$ cat src/rtl/quadrant_prerotator.sv
// rtl/quadrant_prerotator.sv - CORDIC quadrant pre-rotation stage with skid-buffered valid/ready stream
// Optional feature: define QPR_SAT_EN to saturate negation of the most negative operand.
module quadrant_prerotator #(
    parameter int WIDTH   = 32,
    parameter int ANGLE_W = 32
) (
    input  logic               clk,
    input  logic               rst,
    input  logic               mode,
    input  logic               in_valid,
    output logic               in_ready,
    input  logic [WIDTH-1:0]   x_in,
    input  logic [WIDTH-1:0]   y_in,
    input  logic [ANGLE_W-1:0] angle_in,
    output logic               out_valid,
    input  logic               out_ready,
    output logic [WIDTH-1:0]   x_out,
    output logic [WIDTH-1:0]   y_out,
    output logic [ANGLE_W-1:0] angle_out,
    output logic [1:0]         quad_out,
    output logic               sat_flag,
    input  logic               sat_clr,
    output logic [15:0]        sample_cnt
);

    localparam logic [WIDTH-1:0]   MIN_VAL = {1'b1, {(WIDTH-1){1'b0}}};
    localparam logic [WIDTH-1:0]   MAX_VAL = {1'b0, {(WIDTH-1){1'b1}}};
    localparam logic [ANGLE_W-1:0] QUARTER = {2'b01, {(ANGLE_W-2){1'b0}}};
    localparam int                 PW      = 2*WIDTH + ANGLE_W + 2;

    // The only overflow case of two's complement negation is the most negative value.
    function automatic logic [WIDTH-1:0] negate(input logic [WIDTH-1:0] v);
`ifdef QPR_SAT_EN
        return (v == MIN_VAL) ? MAX_VAL : -v;
`else
        return -v;
`endif
    endfunction

    logic               in_xfer;
    logic               out_xfer;
    logic               skid_valid;
    logic [WIDTH-1:0]   n_x;
    logic [WIDTH-1:0]   n_y;
    logic [ANGLE_W-1:0] n_ang;
    logic [1:0]         n_quad;
    logic               n_sat;
    logic [PW-1:0]      new_pl;
    logic [PW-1:0]      out_pl;
    logic [PW-1:0]      skid_pl;

    assign in_xfer  = in_valid && in_ready;
    assign out_xfer = out_valid && out_ready;

    // Region decode and pre-rotation of the incoming sample.
    always_comb begin
        n_x    = x_in;
        n_y    = y_in;
        n_ang  = angle_in;
        n_quad = 2'b00;
        n_sat  = 1'b0;
        if (!mode) begin
            n_ang = '0;
            if (x_in[WIDTH-1]) begin
                if (!y_in[WIDTH-1]) begin
                    n_x    = y_in;
                    n_y    = negate(x_in);
                    n_ang  = QUARTER;
                    n_quad = 2'b01;
                    n_sat  = (x_in == MIN_VAL);
                end else begin
                    n_x    = negate(y_in);
                    n_y    = x_in;
                    n_ang  = '0 - QUARTER;
                    n_quad = 2'b10;
                    n_sat  = (y_in == MIN_VAL);
                end
            end
        end else begin
            case (angle_in[ANGLE_W-1 -: 2])
                2'b01: begin
                    n_x    = negate(y_in);
                    n_y    = x_in;
                    n_ang  = angle_in - QUARTER;
                    n_quad = 2'b10;
                    n_sat  = (y_in == MIN_VAL);
                end
                2'b10: begin
                    n_x    = y_in;
                    n_y    = negate(x_in);
                    n_ang  = angle_in + QUARTER;
                    n_quad = 2'b01;
                    n_sat  = (x_in == MIN_VAL);
                end
                default: ;
            endcase
        end
    end

    assign new_pl = {n_x, n_y, n_ang, n_quad};
    assign {x_out, y_out, angle_out, quad_out} = out_pl;

    // Output register plus skid register; in_ready mirrors the skid being empty.
    always_ff @(posedge clk or posedge rst) begin
        if (rst) begin
            out_valid  <= 1'b0;
            skid_valid <= 1'b0;
            in_ready   <= 1'b1;
            out_pl     <= '0;
            skid_pl    <= '0;
        end else if (!out_valid || out_ready) begin
            if (skid_valid) begin
                out_pl     <= skid_pl;
                out_valid  <= 1'b1;
                skid_valid <= 1'b0;
                in_ready   <= 1'b1;
            end else if (in_xfer) begin
                out_pl    <= new_pl;
                out_valid <= 1'b1;
            end else begin
                out_valid <= 1'b0;
            end
        end else if (in_xfer) begin
            skid_pl    <= new_pl;
            skid_valid <= 1'b1;
            in_ready   <= 1'b0;
        end
    end

    // Sticky overflow flag; a new overflow beats a simultaneous clear.
    always_ff @(posedge clk or posedge rst) begin
        if (rst) begin
            sat_flag <= 1'b0;
        end else if (in_xfer && n_sat) begin
            sat_flag <= 1'b1;
        end else if (sat_clr) begin
            sat_flag <= 1'b0;
        end
    end

    // Count completed output transfers, wrapping naturally at 16 bits.
    always_ff @(posedge clk or posedge rst) begin
        if (rst) begin
            sample_cnt <= 16'd0;
        end else if (out_xfer) begin
            sample_cnt <= sample_cnt + 16'd1;
        end
    end

endmodule

$ cat config.mk
export PLATFORM = sky130hd
export DESIGN_NAME = quadrant_prerotator
export DESIGN_NICKNAME = d
export VERILOG_FILES = /design/src/rtl/quadrant_prerotator.sv
export SDC_FILE = /design/constraint.sdc
export NUM_CORES = 1
export LEC_CHECK = 0
export CORE_UTILIZATION = 55
export CTS_BUF_LIST = sky130_fd_sc_hd__clkbuf_4 sky130_fd_sc_hd__clkbuf_8 sky130_fd_sc_hd__clkbuf_16
export CTS_CLUSTER_SIZE = 20
export DETAILED_ROUTE_END_ITERATION = 7
export PLACE_DENSITY_LB_ADDON = 0.2
export SYNTH_ARGS = -nofsm -noshare
export SYNTH_HDL_FRONTEND = slang
export SYNTH_SLANG_ARGS = --single-unit
export TNS_END_PERCENT = 30
$ cat constraint.sdc
create_clock -name clk -period 9.5 [get_ports clk]
set_input_delay 1.425 -clock clk [delete_from_list [all_inputs] [get_ports clk]]
set_output_delay 1.425 -clock clk [all_outputs]
set_load 0.01 [all_outputs]
After elaboration in Yosys (flattened, before gate mapping)

Cells that the tools add are included.

Input bits: 102
Memory bits (writable): 0
Bits in read-only memories: 0
Latch bits: 0
Flip-flop bits (word level): 216
Memories: 0
Word-level logic and storage cells: 60

Bitwise gates (word level): 1
Add/sub/neg operators: 5
Shift operators: 0
Eq/ne operators: 5
Order comparisons: 0
Multiplexer cells: 31
Divide/modulo/power cells: 0
Multiply operators: 0
Reductions and logical operators: 11

Operators by type and width:

| operator               | number |
|---|---|
| $mux 32                | 9 |
| $mux 98                | 2 |
| $pmux 32 s2            | 3 |
| $eq 32x32->1 const B   | 2 |
| $neg 32->32            | 2 |
| $add 32x31->32 const B | 1 |
| $sub 32x31->32 const B | 1 |
| $add 16x1->16 const B  | 1 |
| $mux 1                 | 12 |
| $mux 2                 | 3 |
| $reduce_and 2->1       | 3 |
| $reduce_bool 2->1      | 3 |
| $pmux 2 s2             | 1 |
| $logic_and 1x1->1      | 3 |
| $eq 2x1->1 const B     | 1 |
| $eq 2x2->1 const B     | 1 |
| $ne 2x2->1 const B     | 1 |
| $pmux 1 s2             | 1 |
| $logic_not 1->1        | 1 |
| $logic_or 1x1->1       | 1 |
| $not 1->1              | 1 |

Logic depth before layout (Yosys ltp)

Depth after elaboration: 6
Mapped depth: 13

Worst setup path before layout

No wires, ideal clock.

Path type: input port to flip-flop
Start: input y_in[0]
End: register out_pl[96]
Stages on the path: 9
Slack: 5,489 ps
Library setup time: 96 ps
Required time: 9,404 ps
Path buffers: 1
Data arrival time: 3,915 ps
Path through: inv_1 ha_1 or4b_2 clkbuf_1 nor4_2 nand2_1 nor3_1 mux2_2 o31ai_1

Word-level cells in the longest chain between the ends: 6

Ends and longest elaborated chain:

| what                 | RTL line | RTL |
|---|---|---|
| start, declared      | 13       | `input logic [WIDTH-1:0] y_in,` |
| $neg 32->32 *        | 36       | `return -v;` |
| $mux 32              | 65       | `if (!y_in[WIDTH-1]) begin` |
| $mux 32              | 64       | `if (x_in[WIDTH-1]) begin` |
| $mux 32 *            | 62       | `if (!mode) begin` |
| $mux 98 *            | 117      | `end else if (in_xfer) begin` |
| $mux 98 *            | 112      | `if (skid_valid) begin` |
| end signal, assigned | 113      | `out_pl <= skid_pl;` |
| end signal, assigned | 118      | `out_pl <= new_pl;` |
| end, declared        | 49       | `logic [PW-1:0] out_pl;` |

Mark *: on every way between the ends. The rest lies on a longest branch, timed or not. The select of a mux whose other input is x is not followed.
A chain may end at the register's enable or synchronous reset.

Worst setup path after layout

Start: input angle_in[30]
End: register out_pl[59]

Word-level cells in the longest chain between the ends: 5

Ends and longest elaborated chain:

| what                                     | RTL line | RTL |
|---|---|---|
| start, declared                          | 14       | `input logic [ANGLE_W-1:0] angle_in,` |
| $eq 2x2->1 or $eq 2x1->1 (tied branches) | 80       | `case (angle_in[ANGLE_W-1 -: 2])` |
| $pmux 32 s2 *                            | 80       |  |
| $mux 32 *                                | 62       |  |
| $mux 98 *                                | 117      |  |
| $mux 98 *                                | 112      |  |

Marks and branches as above.

==> key figures <==
Global route
  • Met3 Usage GRT: 7.324%
  • Most used routing layer: met2
  • GRT overflow: 0
  • Vias in the first global route: 12,698
  • GRT Util Overall: 37.05%
  • Met1 Use GR: 50.72%
  • Largest net degree at the start of global routing: 150
  • M2 GR Usage: 56.97%
  • Initial antenna violation count: 0
  • First-pass GRT wire length: 71,390 um

Critical path
  • CP Launch Type: input port
  • Req. time, crit path: 9.87 ns
  • WS Path Type: in2reg
  • Delay-heaviest family, CP: buffers and inverters
  • CP max-delay cell: inv_1
  • CP max stage delay: 0.81 ns
  • CP arrival: 5.14 ns
  • Top cell by count, worst path: inv_1
  • Crit path buf inv count: 4
  • Crit Path Max Fanout: 67
  • Critical path capture point type: flop
  • Critical-path cell list: clkdlybuf4s50_1 > inv_1 > ha_2 > buf_4 > inv_1 > nor2_1 > o21a_1 > a211oi_1 > o21ai_0 > a31oi_1

Cells and area
  • ANT cells: 0
  • Area delta synth->final: 22.20%
  • FILL cells: 1,937
  • Layout Nets: 1,899
  • Ratio of cells with drive above 1 in the final layout: 5.039%
  • Register area: 0.005410 mm2
  • Multi-input gate area: 0.007167 mm2

Yosys
  • Synth area leaders: dfrtp_1 41%, o21ai_0 9.7%, nand2_1 6.8%
  • Synth cell count leaders: 257 x o21ai_0, 240 x nand2_1, 215 x dfrtp_1
  • YS warnings: 0
  • Most numerous cell in the Yosys netlist: o21ai_0
  • Syn avg cell area: 7.864 um2
  • Register area share after synthesis: 40.70%
  • Top cell type's share of synthesized area: 40.50%
  • Top FF cell, synth: dfrtp_1
  • Synthesized Nets: 1,799
  • Syn Inst Count: 1,689
  • Seq cells post-synth: 216
  • Cell taking the most area after synthesis: dfrtp_1
  • Post-synth EDFFs: 0
  • Synth cell types: 73
  • Ys async rst share: 100.0%
  • Mapped cell area: 0.01328 mm2

Clock tree
  • Clk slew on worst S/H paths: 0.06 ns
  • Clk sinks: 216
  • CTS H-tree lvls: 1
  • CTS Root Cell: clkbuf_16
  • Post-CTS Setup Bufs: 0
  • CTS Buffer Depth: 3
  • Insertion delay to the later sink of the worst-skew pair: 0.54 ns
  • Post_cts resized: 0
  • CTS tree: yes
  • Hold_buf cts: 0
  • Num CTS Buffers: 23

Die
  • Die width: 157.4 um
  • # rows: 56
  • Core area: 0.02361 mm2
  • DIE AREA: 0.02478 mm2
  • Die Y: 157.4 um
  • I/O pin count: 219
  • Starting Density: 56.25%

STA
  • Layout Skew: 0.02441 ns
  • Final min period: 4.769 ns
  • Setup violators final: 0
  • RSZ-0062 raised after global routing: false
  • Total negative slack: 0 ns
  • Max Clock Freq: 209.7 MHz
  • Final worst hold slack: 0.4732 ns
  • Pins over their slew limit: 0
  • Final period util: 50.20%
  • Final hold violations: 0
  • Worst relative slew slack: 12.18%
  • Worst-margin pin slew: 1.316 ns

Route
  • Post-route DRC: 0
  • Via count: 13,971
  • 1st-iter DRT viols: 1,777
  • Vias/cell: 6.575
  • DRT Pass-1 Iters: 6
  • ANT nets after route: 0
  • Final wirelength: 45,970 um
  • Post-DR wirelength/cell: 21.63 um

Placement
  • Post-detail-place hpwl: 30,050 um
  • Routability cong.: 0.9937
  • Port bufs: 218

Outcome
  • Outcome: finished, final reports clean

Hold path
  • Hold WC Path Type: reg2reg

Power and ir drop
  • Cell area power density: 137.2 mW/mm2
  • Total power: 2.227 mW
  • Static leakage: 6.802 nW
  • Max VDD drop: 0.0001067 V

Job
  • Max-cap check violation count: 0
==> worst min-delay path: cells and delay by family, from the launching register on <==
family / cells / cell delay [ns]
and+or+nand+nor: 1 / 0.05
DFF: 1 / 0.33
AOI/OAI and AO/OA: 1 / 0.06
==> state kept, by name, summed over array words and instances, names as in the netlist <==
signal      count
out_pl         98
in_ready        1
skid_valid      1
sample_cnt     16
sat_flag        1
out_valid       1
skid_pl        98
==> kinds of logic after synthesis <==
logic type | after synthesis | synth area share (%)
flops | 216 | 40.70
mux | 18 | 1.413
compound gates | 616 | 27.72
simple gates | 600 | 21.02
fa+ha+maj | 8 | 0.7536
xor+xnor | 44 | 2.901
buf+inv | 187 | 5.492
==> metal layers <==
metal	vias to the layer above	wire, um
met5	-	0
met4	0	1915
met3	165	5176
met2	888	20590
met1	6643	18290
li1	6275	-
==> cell type report <==
type / instances / area share, %
inverters: 24 / 0.6012
well taps: 319 / 2.459
clock buffers: 36 / 4.494
flip-flops and latches: 216 / 33.33
clock inverters: 6 / 0.6090
repair buffers: 238 / 14.35
multi-input cells: 1286 / 44.15
==> worst paths after layout <==
path | cells past startpoint | endpoint | startpoint | slack [ns]
min | 2 | skid_pl[85] | skid_pl[85] | 0.47
max in group asynchronous | 3 | out_pl[70] | rst | 6.44
min reg2reg | 2 | skid_pl[85] | skid_pl[85] | 0.47
max | 10 | out_pl[59] | angle_in[30] | 4.73
min in group asynchronous | 2 | out_pl[73] | rst | 1.55
max reg2reg | 4 | out_pl[11] | out_valid | 6.30
==> report_power, final <==
group	switching, mW	internal [mW]	total, mW
clock network	0.383	0.586	0.969
registers	0.00000000000000000581	0.920	0.920
logic	0.221	0.116	0.337
==> cell usage in the layout (no fill, tap or decap), drive strengths merged, types with 36 or more instances in the layout <==
master           n
nor3            43
a221oi          37
o21ai          263
clkbuf          36
and3            47
nand2          240
nor2           146
a21oi          151
dfrtp          215
clkdlybuf4s50  217
==> through the flow <==
stage	area [um2]	std cells	util [%]	setup slack (ns)
6_report	16230	2125	68.74	4.731
5_1_grt	16230	2125	68.74	4.666
2_1_floorplan	13280	1689	-	2.169
3_3_place_gp	15400	2083	65.23	4.387
3_5_place_dp	15400	2083	65.23	4.288
4_1_cts	16230	2125	68.74	4.845
Note: power is estimated with default switching activity, not from simulation.
